===== config.mk =====
export PLATFORM = sky130hd
export DESIGN_NAME = vote_capture
export DESIGN_NICKNAME = d
export VERILOG_FILES = /design/src/rtl/vote_pkg.sv /design/src/rtl/btn_debounce.sv /design/src/rtl/vote_capture.sv
export SDC_FILE = /design/constraint.sdc
export NUM_CORES = 1
export LEC_CHECK = 0
export ABC_CLOCK_PERIOD_IN_PS = 2300
export BUFFER_PORTS_ARGS = -buffer_cell sky130_fd_sc_hd__buf_4
export CAP_MARGIN = 20
export CELL_PAD_IN_SITES_DETAIL_PLACEMENT = 0
export CELL_PAD_IN_SITES_GLOBAL_PLACEMENT = 1
export CORE_ASPECT_RATIO = 1.1
export CORE_UTILIZATION = 40
export DETAILED_ROUTE_END_ITERATION = 7
export PLACE_DENSITY_LB_ADDON = 0.1
export SLEW_MARGIN = 20
export SYNTH_ARGS = -nofsm -noshare
export SYNTH_HDL_FRONTEND = slang
export SYNTH_SLANG_ARGS = --single-unit

===== constraint.sdc =====
create_clock -name clk -period 2.3 [get_ports clk]
set_clock_uncertainty 0.2 [all_clocks]
set_input_delay 0.345 -clock clk [delete_from_list [all_inputs] [get_ports clk]]
set_output_delay 0.345 -clock clk [all_outputs]
set_load 0.01 [all_outputs]

===== src/rtl/vote_pkg.sv =====
// Shared types and constants for the voting front end and the vote counters.
package vote_pkg;

  typedef enum logic [1:0] {
    IDLE    = 2'd0,
    ARMED   = 2'd1,
    RELEASE = 2'd2
  } vc_state_t;

  localparam int N_CAND_DEF     = 4;
  localparam int DEB_CYCLES_DEF = 16;
  localparam int CNT_W          = 21;

  function automatic logic [4:0] popcount16(input logic [15:0] v);
    logic [4:0] n;
    n = '0;
    for (int i = 0; i < 16; i++) begin
      n = n + {4'd0, v[i]};
    end
    return n;
  endfunction

endpackage


===== src/rtl/btn_debounce.sv =====
// One button: 2-flop synchronizer followed by a counter debouncer.
module btn_debounce #(
  parameter int DEB_CYCLES = 16
) (
  input  logic clk,
  input  logic rst_n,
  input  logic raw,
  output logic deb
);

  localparam int CW = $clog2(DEB_CYCLES + 1);

  logic          sync1;
  logic          sync2;
  logic [CW-1:0] cnt;

  // cnt counts edges on which sync2 disagreed with deb; the level flips on the
  // edge after DEB_CYCLES such edges, any agreeing cycle starts over.
  always_ff @(posedge clk) begin
    if (!rst_n) begin
      sync1 <= 1'b0;
      sync2 <= 1'b0;
      cnt   <= '0;
      deb   <= 1'b0;
    end else begin
      sync1 <= raw;
      sync2 <= sync1;
      if (sync2 == deb) begin
        cnt <= '0;
      end else if (cnt == CW'(DEB_CYCLES)) begin
        deb <= sync2;
        cnt <= '0;
      end else begin
        cnt <= cnt + CW'(1);
      end
    end
  end

endmodule


===== src/rtl/vote_capture.sv =====
// Debounces candidate buttons, allows one vote per arming, emits one-hot up pulses.
module vote_capture
  import vote_pkg::*;
#(
  parameter int N_CAND     = N_CAND_DEF,
  parameter int DEB_CYCLES = DEB_CYCLES_DEF
) (
  input  logic              clk,
  input  logic              rst_n,
  input  logic              arm,
  input  logic [N_CAND-1:0] btn,
  output logic [N_CAND-1:0] up,
  output logic              ready,
  output logic              reject,
  output logic [1:0]        fsm_state
);

  logic [N_CAND-1:0] deb;
  logic [N_CAND-1:0] deb_q;
  logic [N_CAND-1:0] press;
  logic [4:0]        pc;
  vc_state_t         state;
  vc_state_t         state_nx;
  logic [N_CAND-1:0] up_nx;
  logic              reject_nx;
  logic              owed;

  for (genvar i = 0; i < N_CAND; i++) begin : g_deb
    btn_debounce #(.DEB_CYCLES(DEB_CYCLES)) u_deb (
      .clk   (clk),
      .rst_n (rst_n),
      .raw   (btn[i]),
      .deb   (deb[i])
    );
  end

  assign press     = deb & ~deb_q;
  assign pc        = popcount16(16'(deb));
  assign fsm_state = state;

  always_ff @(posedge clk) begin
    if (!rst_n) begin
      state <= IDLE;
    end else begin
      state <= state_nx;
    end
  end

  always_comb begin
    state_nx = state;
    case (state)
      IDLE:    if (arm) state_nx = ARMED;
      ARMED:   if (pc >= 5'd2 || (pc == 5'd1 && |press)) state_nx = RELEASE;
      RELEASE: if (deb == '0) state_nx = owed ? ARMED : IDLE;
      default: state_nx = IDLE;
    endcase
  end

  // A held button never produces press, so it cannot vote until re-pressed.
  always_comb begin
    up_nx     = '0;
    reject_nx = 1'b0;
    ready     = (state == ARMED);
    if (state == ARMED) begin
      if (pc >= 5'd2) begin
        reject_nx = 1'b1;
      end else if (pc == 5'd1 && |press) begin
        up_nx = deb;
      end
    end
  end

  always_ff @(posedge clk) begin
    if (!rst_n) begin
      deb_q  <= '0;
      up     <= '0;
      reject <= 1'b0;
      owed   <= 1'b0;
    end else begin
      deb_q  <= deb;
      up     <= up_nx;
      reject <= reject_nx;
      if (reject_nx) begin
        owed <= 1'b1;
      end else if (|up_nx) begin
        owed <= 1'b0;
      end
    end
  end

endmodule

## Word-level counts from Yosys, hierarchy flattened

Index checks and enable logic that the tools add are counted.

- Add/sub/neg operators: 7
- $lt $le $gt $ge: 1
- Equal/unequal tests: 14
- Mux-type cells: 12
- Bitwise operators: 7
- Reductions and logical operators: 16

Operators with widths:

| kind | number |
|---|---|
| $add A5 B1 Y5 const B | 4 |
| $eq A5 B5 Y1 const B | 4 |
| $mux W4 | 3 |
| $reduce_or A3 Y1 | 4 |
| $reduce_and A2 Y1 | 4 |
| $reduce_or A4 Y1 | 2 |
| $mux W2 | 3 |
| $pmux W2 S3 | 1 |
| $mux W1 | 5 |
| $not A1 Y1 | 5 |
| $add A3 B1 Y4 | 1 |
| $and A4 B4 Y4 | 1 |
| $eq A1 B1 Y1 | 4 |
| $eq A4 B1 Y1 const B | 1 |
| $ge A4 B2 Y1 const B | 1 |
| $logic_not A4 Y1 | 1 |
| $ne A2 B2 Y1 const B | 2 |
| $not A4 Y4 | 1 |
| $add A2 B1 Y3 | 1 |
| $reduce_and A3 Y1 | 1 |
| $add A1 B1 Y2 | 1 |
| $eq A2 B1 Y1 const B | 1 |
| $eq A2 B2 Y1 const B | 1 |
| $logic_not A2 Y1 | 1 |
| 4 further kinds | 4 |

- Register bits: 44
- Bits of input ports: 7
- Output and inout bits: 8
- Word-level logic and storage cells: 78

## Depth between registers and ports, before layout

- Depth after elaboration: 11
- Depth in mapped cells: 9

## Cells and area by module

A second synthesis with hierarchy kept.

- Cells, all modules: 176
- Area total of the unflattened synthesis: 1889.3 sq um

Modules (own cells, without submodules):

| module | times used | cells each | area an instance (sq um) | seq. area each (sq um) |
|---|---|---|---|---|
| btn_debounce | 4 | 30 | 326.6 | 160.2 |
| vote_capture | 1 | 56 | 583.1 | 240.2 |

## Worst setup path after synthesis

OpenSTA, ideal clock, no wires.

- Path type: reg-to-reg
- Start point: register g_deb[0].u_deb.deb
- End point: register up[3]
- Setup time: 0.060 ns
- Arrival time: 2.059 ns
- Data required time: 2.040 ns
- Setup slack: -0.019 ns
- Cell stages (with the launch flop): 10
- Path buffers: 0
- Period minus slack after synthesis: 2.319 ns
- Cell sequence: dfxtp_1 inv_1 fa_1 inv_1 ha_1 inv_1 ha_1 nor3b_1 and3b_2 and3_1

- Cells in the longest elaborated chain, start to end: 8

Ends and longest elaborated chain:

| what | RTL line | RTL |
|---|---|---|
| start, declared | btn_debounce.sv:8 | `output logic deb` |
| start signal, assigned | btn_debounce.sv:31 | `deb <= sync2;` |
| $add A1 B1 Y2 | vote_pkg.sv:18 | `n = n + {4'd0, v[i]};` |
| $add A2 B1 Y3 | vote_pkg.sv:18 |  |
| $add A3 B1 Y4 | vote_pkg.sv:18 |  |
| $eq A4 B1 Y1 | vote_capture.sv:67 | `end else if (pc == 5'd1 && \|press) begin` |
| $logic_and A1 B1 Y1 | vote_capture.sv:67 |  |
| $mux W4 | vote_capture.sv:67 |  |
| $mux W4 (*) | vote_capture.sv:65 | `if (pc >= 5'd2) begin` |
| $mux W4 (*) | vote_capture.sv:64 | `if (state == ARMED) begin` |
| end signal, assigned | vote_capture.sv:81 | `up <= up_nx;` |
| end, declared | vote_capture.sv:12 | `output logic [N_CAND-1:0] up,` |

Every way passes the cells marked *; elsewhere a longest branch is shown, timed or not.
A chain may end at the register's enable or synchronous reset.

## Worst setup path after layout

- Start point: register g_deb[3].u_deb.deb
- End point: register up[1]

- Cells in the longest elaborated chain, start to end: 6

Ends and longest elaborated chain:

| what | RTL line |
|---|---|
| start, declared | btn_debounce.sv:8 |
| start signal, assigned | btn_debounce.sv:31 |
| $add A3 B1 Y4 / $and A4 B4 Y4 (equally long branches) | vote_pkg.sv:18, vote_capture.sv:37 |
| $eq A4 B1 Y1 / $reduce_or A4 Y1 (equally long branches) | vote_capture.sv:67 |
| $logic_and A1 B1 Y1 | vote_capture.sv:67 |
| $mux W4 | vote_capture.sv:67 |
| $mux W4 (*) | vote_capture.sv:65 |
| $mux W4 (*) | vote_capture.sv:64 |

Marked as above.

==> flow_summary.json <==
{
  "post_drt_wl_per_cell_um": 10.2,
  "htreeDepth": 2,
  "r2r_end": "up[1]",
  "antenna_found_initial": 0,
  "nFillCells": 404,
  "netlist_area_um2": 1760,
  "grt_pass1_vias": 1179,
  "slew_headroom_pct": 85.1,
  "io_buffers": 14,
  "drv_slew": 0,
  "start_util_pct": 43.0,
  "synth-edff-count": 0,
  "ys_seq_elements": 44,
  "synthTopCellsByArea": "dfxtp_1, ha_1, xor2_1, nor2_1, and2_1",
  "firstDrtPassIters": 4,
  "core_um2": 4080,
  "finalNetCount": 222,
  "reg2reg_from": "g_deb[3].u_deb.deb",
  "min_path_type": "in2reg",
  "critPathRequiredTime_ns": 2.34,
  "grt_use_total_pct": 13.6,
  "hold_violations": 0,
  "yosysSeqAreaShare_pct": 50.1,
  "die_w_um": 65.2,
  "ant_nets": 0,
  "async_flop_share_pct": 0,
  "synth_top_area_share_pct": 50.1,
  "min_from": "btn[1]",
  "dr_wl_met2_um": 1280,
  "critPathMaxFanout": 5,
  "maxCapViolCount": 0,
  "area_growth_pct": 19.4,
  "wl_met3_um": 110,
  "seq_area_um2": 883,
  "drc_errors": 0,
  "synth_commonest_cells": "dfxtp_1, nor2_1, inv_1, nand3_1, and2_1",
  "vias": 1165,
  "grt_overflow": 0,
  "min_delay_path_depth": 2,
  "dieHeight_um": 71.5,
  "multi_input_area_um2": 838,
  "rows": 24,
  "cts_sinks": 44,
  "period_needed_ns": 2.27,
  "drive_above_1_share_pct": 19.2,
  "rsz0062_at_grt": "true",
  "routed_wl_um": 2590,
  "r2r_slack_ns": 0.03,
  "power_density_nw_per_um2": 667,
  "ys_types": 27,
  "critPathKind": "reg2reg",
  "ys_warn_count": 0,
  "startpoint_type": "register",
  "yosysTopAreaCell": "dfxtp_1",
  "placed_area_um2": 1950,
  "worstRegToRegCells": 9,
  "holdPathEnd": "g_deb[1].u_deb.sync1",
  "cts_buffers": 5,
  "cts_setup_buffers": 0,
  "yosys_most_used_dff": "dfxtp_1",
  "end_kind": "register",
  "max_freq_ghz": 0.441,
  "vias_per_cell": 4.57,
  "clk_pin_slew_ns": 0.08,
  "leakagePower_uw": 0.000897,
  "grt_pass1_wl_um": 4840,
  "gp_congestion": 0.738,
  "wl_met1_um": 1160,
  "cts-root-buf": "clkbuf_8",
  "synth_nets": 200,
  "clockBufferDepth": 2,
  "tns_ns": 0,
  "min_period_over_period_pct": 98.7,
  "highest_layer": "met4",
  "ir_drop_v": 0.000561,
  "clkLatencyLatePin_ns": 0.29,
  "antenna_cells": 0,
  "cts_tree": "built",
  "outcome": "finished, final reports clean",
  "dp_hpwl_um": 1930,
  "die-area_um2": 4660,
  "pin_count": 15,
  "finalInstanceArea_um2": 2100,
  "grt_max_degree": 28,
  "worst_slew_pin_slew_ns": 0.224,
  "drtIter0Drc": 27,
  "netlist_instances": 180,
  "arrival_ns": 2.31,
  "synth_most_common_cell": "dfxtp_1",
  "setup_viol": 0,
  "avgSynthCellArea_um2": 9.76
}
[worst max path at each step]
stage,start,end,slack [ns],cells past startpoint
after floorplan,g_deb[0].u_deb.deb,fsm_state[1],0.004,9
after global placement,g_deb[0].u_deb.deb,up[2],0.01,9
after detailed placement,g_deb[0].u_deb.deb,fsm_state[1],-0.08,9
after CTS,g_deb[0].u_deb.deb,up[3],0.01,8
after global routing,g_deb[3].u_deb.deb,up[1],-0.08,9
final,g_deb[3].u_deb.deb,up[1],0.03,9
[where the power goes]
part | internal (uW) | total, uW | switching (uW)
clock | 322 | 567 | 245
combinational | 27.1 | 50.9 | 23.7
sequential | 773 | 781 | 8.21
total | 1120 | 1400 | 277
[worst max-delay path, stage by stage (launching register included)]
cell and delay (ns):
dfxtp_2 0.34, inv_2 0.04, fa_1 0.52, inv_1 0.04
ha_2 0.17, inv_2 0.06, ha_4 0.20, nor3b_4 0.21
and3b_2 0.26, and3_4 0.17
[cell families after synthesis]
| kind of cell | synth area share, % |
|---|---|
| xor+xnor | 7.98 |
| simple gates | 22.8 |
| compound gates | 2.64 |
| flops | 50.1 |
| mux | 2.28 |
| fa+ha+maj | 9.69 |
| buf+inv | 4.49 |
[area by class of cell]
| class | count | area share (%) |
|---|---|---|
| Multi-Input combinational cell | 115 | 40.0 |
| Tap cell | 52 | 3.10 |
| Inverter | 18 | 3.22 |
| Timing Repair Buffer | 18 | 6.44 |
| Clock inverter | 2 | 1.67 |
| Sequential cell | 44 | 42.1 |
| Clock buffer | 6 | 3.46 |
[per-layer routing]
| metal | vias to the layer above | GRT usage (%) |
|---|---|---|
| li1 | 613 | - |
| met3 | 4 | 5.57 |
| met1 | 534 | 14.8 |
| met5 | - | 0 |
| met2 | 14 | 23.6 |
| met4 | 0 | 5.07 |
[cell usage in the layout, fill, tap and decap left out, drive strengths merged]
| cell | instances |
|---|---|
| o21a | 1 |
| bufinv | 1 |
| nand4b | 1 |
| mux2i | 4 |
| xor2 | 12 |
| buf | 18 |
| and3 | 3 |
| nor2 | 25 |
| nand2b | 4 |
| o22ai | 1 |
| dfxtp | 44 |
| nand3 | 15 |
| and2 | 13 |
| o21ai | 1 |
| fa | 1 |
| nor3b | 2 |
| a211oi | 1 |
| and3b | 1 |
| o2111ai | 1 |
| nor2b | 6 |
| clkinv | 1 |
| xnor2 | 4 |
| nand4bb | 1 |
| clkbuf | 6 |
| nand2 | 4 |
| a21oi | 1 |
| nand4 | 1 |
| inv | 18 |
| ha | 12 |
[sequential cells by signal, summed over array words and instances (netlist names)]
| name | cells |
|---|---|
| g_deb.u_deb.cnt | 20 |
| deb_q | 4 |
| g_deb.u_deb.deb | 4 |
| g_deb.u_deb.sync1 | 4 |
| g_deb.u_deb.sync2 | 4 |
| up | 4 |
| fsm_state | 2 |
| owed | 1 |
| reject | 1 |
[per-stage QoR]
stage / hold WS (ns) / total power [uW] / utilization, % / setup slack [ns] / cells
after floorplan: 0.212 / 828 / - / 0.00385 / 180
after global placement: 0.215 / 847 / 47.8 / 0.0142 / 247
after detailed placement: 0.221 / 850 / 47.8 / -0.0788 / 247
after CTS: 0.0384 / 1430 / 51.2 / 0.0133 / 255
after global routing: 0.0432 / 1460 / 51.3 / -0.0810 / 255
final: 0.0556 / 1400 / 51.3 / 0.0302 / 255
[what timing repair did]
item                       CTS  global route
resized for setup            7             4
setup endpoints to repair    7             7
pin swaps                    3             5
hold buffers                 0             0
Power figures use the tool's default switching activity.
